--- src/rtl/spi_apb_arbiter_if.sv ---
// Bus bundle for the SPI/XIP APB arbiter: two upstream requester ports and one downstream slave port.
// The slave modport is the arbiter's view; the master modport is the view of whatever drives it.
interface spi_apb_arbiter_if;
    logic [31:0] m0_paddr;
    logic        m0_psel;
    logic        m0_penable;
    logic [2:0]  m0_pprot;
    logic        m0_pwrite;
    logic [31:0] m0_pwdata;
    logic [3:0]  m0_pstrb;
    logic        m0_pready;
    logic [31:0] m0_prdata;
    logic        m0_pslverr;

    logic [31:0] m1_paddr;
    logic        m1_psel;
    logic        m1_penable;
    logic [2:0]  m1_pprot;
    logic        m1_pwrite;
    logic [31:0] m1_pwdata;
    logic [3:0]  m1_pstrb;
    logic        m1_pready;
    logic [31:0] m1_prdata;
    logic        m1_pslverr;

    logic [31:0] out_paddr;
    logic        out_psel;
    logic        out_penable;
    logic [2:0]  out_pprot;
    logic        out_pwrite;
    logic [31:0] out_pwdata;
    logic [3:0]  out_pstrb;
    logic        out_pready;
    logic [31:0] out_prdata;
    logic        out_pslverr;

    modport slave (
        input  m0_paddr, m0_psel, m0_penable, m0_pprot, m0_pwrite, m0_pwdata, m0_pstrb,
        output m0_pready, m0_prdata, m0_pslverr,
        input  m1_paddr, m1_psel, m1_penable, m1_pprot, m1_pwrite, m1_pwdata, m1_pstrb,
        output m1_pready, m1_prdata, m1_pslverr,
        output out_paddr, out_psel, out_penable, out_pprot, out_pwrite, out_pwdata, out_pstrb,
        input  out_pready, out_prdata, out_pslverr
    );

    modport master (
        output m0_paddr, m0_psel, m0_penable, m0_pprot, m0_pwrite, m0_pwdata, m0_pstrb,
        input  m0_pready, m0_prdata, m0_pslverr,
        output m1_paddr, m1_psel, m1_penable, m1_pprot, m1_pwrite, m1_pwdata, m1_pstrb,
        input  m1_pready, m1_prdata, m1_pslverr,
        input  out_paddr, out_psel, out_penable, out_pprot, out_pwrite, out_pwdata, out_pstrb,
        output out_pready, out_prdata, out_pslverr
    );
endinterface

--- src/rtl/spi_apb_arbiter.sv ---
// Two-requester APB arbiter in front of the SPI/XIP slave: grants one full downstream transfer,
// re-issues it with clean SETUP/ACCESS phases and returns a registered response, with a watchdog.
module spi_apb_arbiter #(
    parameter int FIXED_PRIO     = 0,
    parameter int TIMEOUT_CYCLES = 1024,
    parameter int TO_W           = 11
) (
    input  logic              clock,
    input  logic              reset,
    spi_apb_arbiter_if.slave  bus,
    output logic              busy
);

    typedef enum logic [1:0] {IDLE, SETUP, ACCESS, RESP} state_t;

    localparam int              TO_LAST_I = (TIMEOUT_CYCLES > 0) ? TIMEOUT_CYCLES - 1 : 0;
    localparam logic [TO_W-1:0] TO_LAST   = TO_W'(TO_LAST_I);

    state_t          r_state;
    state_t          w_next;
    logic            w_grant_valid;
    logic            w_gid;
    logic            w_timeout;
    logic [31:0]     w_rsp_data;
    logic            w_rsp_err;
    logic            w_unused;

    logic            r_grant_id;
    logic            r_last_grant;
    logic [TO_W-1:0] r_cnt;

    logic [31:0]     r_out_paddr;
    logic            r_out_psel;
    logic            r_out_penable;
    logic [2:0]      r_out_pprot;
    logic            r_out_pwrite;
    logic [31:0]     r_out_pwdata;
    logic [3:0]      r_out_pstrb;

    logic            r_m0_pready;
    logic [31:0]     r_m0_prdata;
    logic            r_m0_pslverr;
    logic            r_m1_pready;
    logic [31:0]     r_m1_prdata;
    logic            r_m1_pslverr;

    // Requesters only need psel to be considered; penable is accepted but not used.
    assign w_unused = bus.m0_penable ^ bus.m1_penable;

    always_comb begin
        w_grant_valid = bus.m0_psel | bus.m1_psel;
        w_gid         = ~bus.m0_psel;
        if (bus.m0_psel && bus.m1_psel) begin
            w_gid = (FIXED_PRIO != 0) ? 1'b0 : ~r_last_grant;
        end
        w_timeout  = (TIMEOUT_CYCLES != 0) && (r_cnt == TO_LAST) && !bus.out_pready;
        w_rsp_data = bus.out_pready ? bus.out_prdata : 32'h0;
        w_rsp_err  = bus.out_pready ? bus.out_pslverr : 1'b1;
        w_next     = r_state;
        case (r_state)
            IDLE:    if (w_grant_valid) w_next = SETUP;
            SETUP:   w_next = ACCESS;
            ACCESS:  if (bus.out_pready || w_timeout) w_next = RESP;
            RESP:    w_next = IDLE;
            default: w_next = IDLE;
        endcase
    end

    always_ff @(posedge clock or negedge reset) begin
        if (!reset) begin
            r_state <= IDLE;
        end else begin
            r_state <= w_next;
        end
    end

    // Downstream phase signals follow the next state so they line up with the registered FSM.
    always_ff @(posedge clock or negedge reset) begin
        if (!reset) begin
            r_grant_id    <= 1'b0;
            r_last_grant  <= 1'b1;
            r_cnt         <= '0;
            r_out_paddr   <= 32'h0;
            r_out_psel    <= 1'b0;
            r_out_penable <= 1'b0;
            r_out_pprot   <= 3'h0;
            r_out_pwrite  <= 1'b0;
            r_out_pwdata  <= 32'h0;
            r_out_pstrb   <= 4'h0;
            r_m0_pready   <= 1'b0;
            r_m0_prdata   <= 32'h0;
            r_m0_pslverr  <= 1'b0;
            r_m1_pready   <= 1'b0;
            r_m1_prdata   <= 32'h0;
            r_m1_pslverr  <= 1'b0;
        end else begin
            r_out_psel    <= (w_next == SETUP) || (w_next == ACCESS);
            r_out_penable <= (w_next == ACCESS);
            r_cnt         <= ((r_state == ACCESS) && (w_next == ACCESS)) ? r_cnt + 1'b1 : '0;
            r_m0_pready   <= 1'b0;
            r_m1_pready   <= 1'b0;

            if ((r_state == IDLE) && w_grant_valid) begin
                r_grant_id   <= w_gid;
                r_last_grant <= w_gid;
                r_out_paddr  <= w_gid ? bus.m1_paddr  : bus.m0_paddr;
                r_out_pprot  <= w_gid ? bus.m1_pprot  : bus.m0_pprot;
                r_out_pwrite <= w_gid ? bus.m1_pwrite : bus.m0_pwrite;
                r_out_pwdata <= w_gid ? bus.m1_pwdata : bus.m0_pwdata;
                r_out_pstrb  <= w_gid ? bus.m1_pstrb  : bus.m0_pstrb;
            end

            // A requester that has already let go of psel gets nothing back.
            if ((r_state == ACCESS) && (w_next == RESP)) begin
                if (!r_grant_id && bus.m0_psel) begin
                    r_m0_pready  <= 1'b1;
                    r_m0_prdata  <= w_rsp_data;
                    r_m0_pslverr <= w_rsp_err;
                end
                if (r_grant_id && bus.m1_psel) begin
                    r_m1_pready  <= 1'b1;
                    r_m1_prdata  <= w_rsp_data;
                    r_m1_pslverr <= w_rsp_err;
                end
            end
        end
    end

    assign bus.out_paddr   = r_out_paddr;
    assign bus.out_psel    = r_out_psel;
    assign bus.out_penable = r_out_penable;
    assign bus.out_pprot   = r_out_pprot;
    assign bus.out_pwrite  = r_out_pwrite;
    assign bus.out_pwdata  = r_out_pwdata;
    assign bus.out_pstrb   = r_out_pstrb;
    assign bus.m0_pready   = r_m0_pready;
    assign bus.m0_prdata   = r_m0_prdata;
    assign bus.m0_pslverr  = r_m0_pslverr;
    assign bus.m1_pready   = r_m1_pready;
    assign bus.m1_prdata   = r_m1_prdata;
    assign bus.m1_pslverr  = r_m1_pslverr;
    assign busy            = (r_state != IDLE);

endmodule

--- src/flat_wrapper.sv ---
// flat-port wrapper written by rule: the top's interface ports become plain ports
module spi_apb_arbiter_flat 
#(
    parameter int FIXED_PRIO     = 0,
    parameter int TIMEOUT_CYCLES = 1024,
    parameter int TO_W           = 11
)
  (clock, reset, busy, bus_m0_paddr, bus_m0_psel, bus_m0_penable, bus_m0_pprot, bus_m0_pwrite, bus_m0_pwdata, bus_m0_pstrb, bus_m0_pready, bus_m0_prdata, bus_m0_pslverr, bus_m1_paddr, bus_m1_psel, bus_m1_penable, bus_m1_pprot, bus_m1_pwrite, bus_m1_pwdata, bus_m1_pstrb, bus_m1_pready, bus_m1_prdata, bus_m1_pslverr, bus_out_paddr, bus_out_psel, bus_out_penable, bus_out_pprot, bus_out_pwrite, bus_out_pwdata, bus_out_pstrb, bus_out_pready, bus_out_prdata, bus_out_pslverr);
  spi_apb_arbiter_if bus_i ();
  input  logic clock;
  input  logic reset;
  output logic busy;
  input wire logic [$bits(bus_i.m0_paddr)-1:0] bus_m0_paddr;
  input wire logic [$bits(bus_i.m0_psel)-1:0] bus_m0_psel;
  input wire logic [$bits(bus_i.m0_penable)-1:0] bus_m0_penable;
  input wire logic [$bits(bus_i.m0_pprot)-1:0] bus_m0_pprot;
  input wire logic [$bits(bus_i.m0_pwrite)-1:0] bus_m0_pwrite;
  input wire logic [$bits(bus_i.m0_pwdata)-1:0] bus_m0_pwdata;
  input wire logic [$bits(bus_i.m0_pstrb)-1:0] bus_m0_pstrb;
  output wire logic [$bits(bus_i.m0_pready)-1:0] bus_m0_pready;
  output wire logic [$bits(bus_i.m0_prdata)-1:0] bus_m0_prdata;
  output wire logic [$bits(bus_i.m0_pslverr)-1:0] bus_m0_pslverr;
  input wire logic [$bits(bus_i.m1_paddr)-1:0] bus_m1_paddr;
  input wire logic [$bits(bus_i.m1_psel)-1:0] bus_m1_psel;
  input wire logic [$bits(bus_i.m1_penable)-1:0] bus_m1_penable;
  input wire logic [$bits(bus_i.m1_pprot)-1:0] bus_m1_pprot;
  input wire logic [$bits(bus_i.m1_pwrite)-1:0] bus_m1_pwrite;
  input wire logic [$bits(bus_i.m1_pwdata)-1:0] bus_m1_pwdata;
  input wire logic [$bits(bus_i.m1_pstrb)-1:0] bus_m1_pstrb;
  output wire logic [$bits(bus_i.m1_pready)-1:0] bus_m1_pready;
  output wire logic [$bits(bus_i.m1_prdata)-1:0] bus_m1_prdata;
  output wire logic [$bits(bus_i.m1_pslverr)-1:0] bus_m1_pslverr;
  output wire logic [$bits(bus_i.out_paddr)-1:0] bus_out_paddr;
  output wire logic [$bits(bus_i.out_psel)-1:0] bus_out_psel;
  output wire logic [$bits(bus_i.out_penable)-1:0] bus_out_penable;
  output wire logic [$bits(bus_i.out_pprot)-1:0] bus_out_pprot;
  output wire logic [$bits(bus_i.out_pwrite)-1:0] bus_out_pwrite;
  output wire logic [$bits(bus_i.out_pwdata)-1:0] bus_out_pwdata;
  output wire logic [$bits(bus_i.out_pstrb)-1:0] bus_out_pstrb;
  input wire logic [$bits(bus_i.out_pready)-1:0] bus_out_pready;
  input wire logic [$bits(bus_i.out_prdata)-1:0] bus_out_prdata;
  input wire logic [$bits(bus_i.out_pslverr)-1:0] bus_out_pslverr;
  assign bus_i.m0_paddr = bus_m0_paddr;
  assign bus_i.m0_psel = bus_m0_psel;
  assign bus_i.m0_penable = bus_m0_penable;
  assign bus_i.m0_pprot = bus_m0_pprot;
  assign bus_i.m0_pwrite = bus_m0_pwrite;
  assign bus_i.m0_pwdata = bus_m0_pwdata;
  assign bus_i.m0_pstrb = bus_m0_pstrb;
  assign bus_m0_pready = bus_i.m0_pready;
  assign bus_m0_prdata = bus_i.m0_prdata;
  assign bus_m0_pslverr = bus_i.m0_pslverr;
  assign bus_i.m1_paddr = bus_m1_paddr;
  assign bus_i.m1_psel = bus_m1_psel;
  assign bus_i.m1_penable = bus_m1_penable;
  assign bus_i.m1_pprot = bus_m1_pprot;
  assign bus_i.m1_pwrite = bus_m1_pwrite;
  assign bus_i.m1_pwdata = bus_m1_pwdata;
  assign bus_i.m1_pstrb = bus_m1_pstrb;
  assign bus_m1_pready = bus_i.m1_pready;
  assign bus_m1_prdata = bus_i.m1_prdata;
  assign bus_m1_pslverr = bus_i.m1_pslverr;
  assign bus_out_paddr = bus_i.out_paddr;
  assign bus_out_psel = bus_i.out_psel;
  assign bus_out_penable = bus_i.out_penable;
  assign bus_out_pprot = bus_i.out_pprot;
  assign bus_out_pwrite = bus_i.out_pwrite;
  assign bus_out_pwdata = bus_i.out_pwdata;
  assign bus_out_pstrb = bus_i.out_pstrb;
  assign bus_i.out_pready = bus_out_pready;
  assign bus_i.out_prdata = bus_out_prdata;
  assign bus_i.out_pslverr = bus_out_pslverr;
  spi_apb_arbiter #(.FIXED_PRIO(FIXED_PRIO), .TIMEOUT_CYCLES(TIMEOUT_CYCLES), .TO_W(TO_W)) u_core (.clock(clock), .reset(reset), .bus(bus_i), .busy(busy));
endmodule
--- config.mk ---
export PLATFORM = sky130hd
export DESIGN_NAME = spi_apb_arbiter_flat
export DESIGN_NICKNAME = d
export VERILOG_FILES = /design/src/rtl/spi_apb_arbiter_if.sv /design/src/rtl/spi_apb_arbiter.sv /design/src/flat_wrapper.sv
export SDC_FILE = /design/constraint.sdc
export NUM_CORES = 1
export LEC_CHECK = 0
export ABC_AREA = 1
export BUFFER_PORTS_ARGS = -buffer_cell sky130_fd_sc_hd__buf_2
export CAP_MARGIN = 20
export CORE_MARGIN = 2
export CORE_UTILIZATION = 32
export DETAILED_ROUTE_END_ITERATION = 16
export GPL_TIMING_DRIVEN = 1
export SYNTH_ARGS = -nofsm -noshare
export SYNTH_HDL_FRONTEND = slang
export SYNTH_SLANG_ARGS = --single-unit
--- constraint.sdc ---
create_clock -name clock -period 2.4 [get_ports clock]
set_input_delay 0.12 -clock clock [delete_from_list [all_inputs] [get_ports clock]]
set_output_delay 0.12 -clock clock [all_outputs]
set_load 0.02 [all_outputs]
* Word-level counts from Yosys, hierarchy flattened
Index checks and enable logic that the tools add are counted.
Storage, ports and cells: logic and storage cells 59, flip-flop bits (word level) 157, input port bits 184, output and inout port bits 143
Operators by class: bitwise operators 3, add/sub/neg operators 1, multiplexer cells 16, eq/ne operators 7, reductions and logical operators 15
Operators by type and width (count):
- 2-to-1 mux 32 bit | 3
- adder 11 x 1 -> 11 bit, second input constant | 1
- == test 11 x 10 -> 1 bit, second input constant | 1
- 2-to-1 mux 11 bit | 1
- == test 2 bit, second input constant | 4
- one-hot mux 2 bit (4 select lines) | 1
- logical AND 1 bit | 7
- 2-to-1 mux 1 bit | 7
- == test 2 x 1 -> 1 bit, second input constant | 2
- 2-to-1 mux 2 bit | 2
- 2-to-1 mux 4 bit | 1
- AND reduction 2 bit | 2
- 2-to-1 mux 3 bit | 1
- logical NOT 1 bit | 2
- logical NOT 2 bit | 1
- logical OR 1 bit | 2
- NOT 1 bit | 2
- nonzero test 2 bit | 1
- bitwise OR 1 bit | 1

* Longest topological paths before layout
word-level depth 8, gate-level depth with buffers 14, mapped depth without buffers 13

* Least setup slack after synthesis
Ideal clock, no wire load.
kind register -> register, start point register u_core.r_cnt[0], end point register u_core.r_m0_prdata[10], in the netlist u_core.bus.m0_prdata[10], slack 0.313 ns, buffers on the path 1, data required time 2.282 ns, cell stages (with the launch flop) 15, clock period less this slack 2.087 ns, data arrival time 1.969 ns, library setup time 0.118 ns, path through dfrtp_1 -> ha_1 -> nand2_1 -> nor2_1 -> nand3_1 -> nand2_1 -> nand2_1 -> a21oi_1 -> ha_1 -> nand2_2 -> nor3_4 -> inv_4 -> buf_4 -> nand2_1 -> o21ai_2
Between the ends: cells in the longest elaborated chain, start to end 8
RTL lines:
- start, declared | RTL line spi_apb_arbiter.sv:30 | logic [TO_W-1:0] r_cnt;
- start signal, assigned | RTL line spi_apb_arbiter.sv:99 | r_cnt <= ((r_state == ACCESS) && (w_next == ACCESS)) ? r_cnt + 1'b1 : '0;
- == test 11 x 10 -> 1 bit | RTL line spi_apb_arbiter.sv:56 | w_timeout = (TIMEOUT_CYCLES != 0) && (r_cnt == TO_LAST) && !bus.out_pready;
- logical AND 1 bit | RTL line spi_apb_arbiter.sv:56
- logical OR 1 bit | RTL line spi_apb_arbiter.sv:63 | ACCESS: if (bus.out_pready || w_timeout) w_next = RESP;
- 2-to-1 mux 2 bit | RTL line spi_apb_arbiter.sv:63
- one-hot mux 2 bit (4 select lines) | RTL line spi_apb_arbiter.sv:60 | case (r_state)
- via u_core.w_next[0] | RTL line spi_apb_arbiter.sv:20 | state_t w_next;
- == test 2 bit | RTL line spi_apb_arbiter.sv:114 | if ((r_state == ACCESS) && (w_next == RESP)) begin
- logical AND 1 bit | RTL line spi_apb_arbiter.sv:114
- AND reduction 2 bit (no line)
- end signal, assigned | RTL line spi_apb_arbiter.sv:117 | r_m0_prdata <= w_rsp_data;
- end, declared | RTL line spi_apb_arbiter.sv:41 | logic [31:0] r_m0_prdata;
The timed path passes the listed nets, and every way through them passes these cells. A chain may end at the register's enable or synchronous reset.

* Worst setup path in the final report
start point register u_core.r_state[0], end point register u_core.r_out_pwdata[15], in the netlist u_core.bus.out_pwdata[15]
Between the ends: cells in the longest elaborated chain, start to end 2
RTL lines:
- start, declared | RTL line spi_apb_arbiter.sv:19 | state_t r_state;
- start signal, assigned | RTL line spi_apb_arbiter.sv:73 | r_state <= w_next;
- logical NOT 2 bit | RTL line spi_apb_arbiter.sv:103 | if ((r_state == IDLE) && w_grant_valid) begin
- logical AND 1 bit | RTL line spi_apb_arbiter.sv:103
- end signal, assigned | RTL line spi_apb_arbiter.sv:109 | r_out_pwdata <= w_gid ? bus.m1_pwdata : bus.m0_pwdata;
- end, declared | RTL line spi_apb_arbiter.sv:37 | logic [31:0] r_out_pwdata;
Every way passes these cells.

==> impl_results.md <==
* Run status: finished, final reports clean
* Capture endpoint of the worst hold path: u_core.bus.out_paddr[4]
* Kind of critical path: reg -> reg
* Layout Nets at 1422
* Top cell by count, worst path: sky130_fd_sc_hd__inv_1
* Cell Area, Synth at 6640 um^2
* Number of distinct library cell variants in the gate-level netlist after synthesis at 23
* Number of cells on the worst hold path at 3
* Rows at 52
* Clock H-tree levels at 4
* Largest cells by area after synthesis: sky130_fd_sc_hd__dfrtp_1 (59%), sky130_fd_sc_hd__nand2_1 (13%), sky130_fd_sc_hd__a31oi_1 (7.1%)
* Type of origin of the critical path: flip-flop
* Endpoints failing setup at 0
* Via count of the first global-routing pass at 6842
* Layout Skew at 0.0146 ns
* Routability Congestion at 0.795
* Clock Sinks at 157
* Met3 demand-to-capacity share in global routing at 6.27%
* Leakage component of the power at 0.00541 uW
* Area growth from synthesis to layout at 66.8%
* Final core utilization at 54.5%
* Max Cap Viol at 0
* Total count of max-transition violations in the final report at 0
* Ratio of cells with drive above 1 in the final layout at 33.7%
* X dimension of the die at 148 um
* Max Fanout on Critical Path at 28
* R2R Setup Slk at 0.13 ns
* Core region area at 20300 um^2
* CTS tree: yes
* First-pass detailed-route iteration total at 6
* Detail-routed net length per standard cell at 15.2 um
* Post-synthesis net count at 924
* Detailed Place HPWL at 14.4 mm
* IR drop worst, VDD at 0.679 mV
* Met2 capacity usage during global routing at 33.9%
* Total length of routed wires at 23.1 mm
* TritonCTS Buffers at 17
* Largest buffer count on any clock path at 2
* Global Route Usage Sum at 19.8%
* Share of flip-flops with an asynchronous set or reset at 100%
* Initial Utilization at 32.7%
* Part of the Yosys area used for sequential elements at 59.2%
* Number of enable flip-flop cells after synthesis at 0
* Beginning of the worst hold path: bus_m1_paddr[4]
* Boundary pin count at 327
* Pre-CTS setup slack at 0.203 ns
* Violation count after the first detailed-route iteration at 324
* Slew at the pin with the worst max-slew slack at 0.486 ns
* GRT busiest layer: met2
* Data arrival time of the critical path at 2.63 ns
* CP Cell Sequence: inv_1 > ha_1 > inv_1 > nor2_4 > buf_12 > buf_4 > nor2_1 > a31oi_1 > dlygate4sd3_1
* Floorplan die area at 21900 um^2
* Dominant delay contributor by cell family on the critical path: buffers and inverters
* Top flip-flop cell by instance count after synthesis: sky130_fd_sc_hd__dfrtp_1
* Commonest non-fill, non-tap cell in the layout: sky130_fd_sc_hd__buf_2
* Number of failing hold endpoints at the final stage at 0
* Buffers and inverters on the worst path at 5
* Path depth of the worst reg2reg path at 9
* Max-slew headroom at the worst pin at 67.6%
* Met1 track utilization from global routing at 23.2%
* Path type of the worst min-delay path: in -> reg
* Post-route antenna net violation count at 0
* Syn Area/Cell at 9.04 um^2
* Critical Path End Type: flip-flop
* Fraction of synthesized cell area taken by the top area cell type at 58.8%
* Largest net degree at the start of global routing at 90
* Share of the clock period used by the worst path at 94.6%
* Initial antenna violation count at 2
* Max Clock Freq at 0.440 GHz
* Final Total Pwr at 13600 uW
* Final cell count without fillers at 1515
* Routed via count at 7051
* Latest clock arrival within the worst-skew pair at 0.43 ns
* Syn Inst Count at 734
* Max incr delay on CP at 0.59 ns
* Final critical-path required period at 2.27 ns
* Die Y at 148 um
* Required time of the worst setup path at 2.76 ns
* Clk Tree Root Cell: sky130_fd_sc_hd__clkbuf_16
* Reg-to-reg startpoint: u_core.r_state[0]
* Wire length of the first global-routing pass at 34.3 mm
* Via count normalized by instance count at 4.65
* Clock transition at path regs at 0.07 ns
* DRC at 0
* Max stage delay cell, worst path: sky130_fd_sc_hd__dlygate4sd3_1
* Most used cells in the layout excluding fill and tap cells: sky130_fd_sc_hd__buf_2 (323), sky130_fd_sc_hd__nand2_1 (222), sky130_fd_sc_hd__dlygate4sd3_1 (173), sky130_fd_sc_hd__dfrtp_1 (156), sky130_fd_sc_hd__nor2_1 (116)
* Pwr/cell area at 1220 nW/um^2
* Final setup slack of the worst path at 0.129 ns
* Warning count from the yosys run at 0
* Grt total ovfl at 0
* Endpoint of the lowest-slack register-to-register path: u_core.bus.out_pwdata[15]
* # port buffers at 324
* Yosys reg bits at 157
* Post-synthesis cell type with the largest combined area: sky130_fd_sc_hd__dfrtp_1
* Antenna cells at 0
* Number of placed cells counting well taps at 1297
* Filler cell count in the final layout at 1830
-- state kept, by name (all words and copies together), names as in the netlist --
name                    count
u_core.bus.m0_pready        1
u_core.bus.out_pwdata      32
u_core.bus.m1_pslverr       1
u_core.bus.m0_prdata       32
u_core.bus.out_penable      1
u_core.r_state              2
u_core.bus.out_psel         1
u_core.bus.out_pstrb        4
u_core.bus.m1_pready        1
u_core.r_grant_id           1
u_core.bus.out_pprot        3
u_core.bus.m0_pslverr       1
u_core.bus.out_pwrite       1
u_core.bus.out_paddr       32
u_core.r_cnt               11
u_core.bus.m1_prdata       32
u_core.r_last_grant         1
-- worst max path at each step --
stage,startpoint,to,slack [ns],depth (start not counted)
after global routing,u_core.r_cnt[0],u_core.bus.m0_prdata[6],-0.01,14
after CTS,u_core.r_state[0],u_core.bus.out_pwdata[1],0.12,9
after global placement,u_core.r_cnt[0],u_core.bus.m0_prdata[22],0.22,14
after floorplan,u_core.r_cnt[0],u_core.bus.m0_prdata[10],0.31,14
final,u_core.r_state[0],u_core.bus.out_pwdata[15],0.13,9
after detailed placement,u_core.r_cnt[0],u_core.bus.m0_prdata[22],0.20,14
-- synth_stat cells, types with 6 or more instances --
library cell / number
sky130_fd_sc_hd__ha_1: 6
sky130_fd_sc_hd__clkbuf_1: 8
sky130_fd_sc_hd__o21ai_1: 14
sky130_fd_sc_hd__dfrtp_1: 156
sky130_fd_sc_hd__a31oi_1: 75
sky130_fd_sc_hd__o21ai_2: 18
sky130_fd_sc_hd__buf_2: 30
sky130_fd_sc_hd__a21oi_1: 39
sky130_fd_sc_hd__o21ai_0: 7
sky130_fd_sc_hd__inv_1: 13
sky130_fd_sc_hd__nor2_1: 117
sky130_fd_sc_hd__nand2_1: 226
-- per-layer routing --
| layer | wire, um | vias to the layer above | share of wire [%] |
|---|---|---|---|
| met3 | 1820 | 50 | 7.9 |
| li1 | - | 3421 | - |
| met1 | 8980 | 3261 | 39 |
| met5 | 22 | - | 0.095 |
| met2 | 11600 | 315 | 50 |
| met4 | 625 | 4 | 2.7 |
-- stage by stage --
step	hold WS (ns)	setup TNS (ns)	instance area (um^2)
floorplan	-0.176	0	6640
global placement	0.105	0	8570
detailed placement	0.102	0	8570
CTS	0.000540	0	10900
global route	0.00873	-0.0546	11100
finish	0.00765	0	11100
-- worst register-to-register path, cell delays in order, from the launching register on --
cell	delay, ns
sky130_fd_sc_hd__dfrtp_1	0.38
sky130_fd_sc_hd__inv_1	0.12
sky130_fd_sc_hd__ha_1	0.16
sky130_fd_sc_hd__inv_1	0.08
sky130_fd_sc_hd__nor2_4	0.14
sky130_fd_sc_hd__buf_12	0.19
sky130_fd_sc_hd__buf_4	0.30
sky130_fd_sc_hd__nor2_1	0.09
sky130_fd_sc_hd__a31oi_1	0.16
sky130_fd_sc_hd__dlygate4sd3_1	0.59
-- where the power goes --
| group | internal, uW | switching [uW] | leakage (uW) |
|---|---|---|---|
| registers | 3740 | 542 | 0.00191 |
| logic | 2960 | 3710 | 0.00324 |
| clock network | 1430 | 1160 | 0.000267 |
| total | 8140 | 5420 | 0.00541 |
-- layout make-up --
type	instances	area [um^2]	area share, %
Tap cell	270	338	3.05
Multi-Input combinational cell	514	2410	21.8
Timing Repair inverter	1	6.26	0.0565
Inverter	15	61.3	0.554
Clock buffer	20	467	4.22
Sequential cell	157	3930	35.5
Timing Repair Buffer	526	3750	33.9
Clock inverter	12	100	0.904
-- what timing repair did --
item	in CTS	in global routing
endpoints found under the hold margin	177	0
endpoints found under the setup margin	0	57
hold buffers	173	0
gates resized for setup	0	17
setup buffers	0	9
-- logic make-up (layout without fill, tap and decap cells) --
| kind of cell | count (synthesis) | after routing | synth area share (%) |
|---|---|---|---|
| xor gates and xnor gates | 2 | 2 | 0.264 |
| buffers and inverters | 63 | 574 | 5.02 |
| DFF | 157 | 157 | 59.2 |
| AOI/OAI and AO/OA | 153 | 153 | 14.0 |
| adders and majority gates | 6 | 6 | 1.13 |
| and+or+nand+nor | 353 | 353 | 20.4 |
Note: power is estimated with default switching activity, not from simulation.
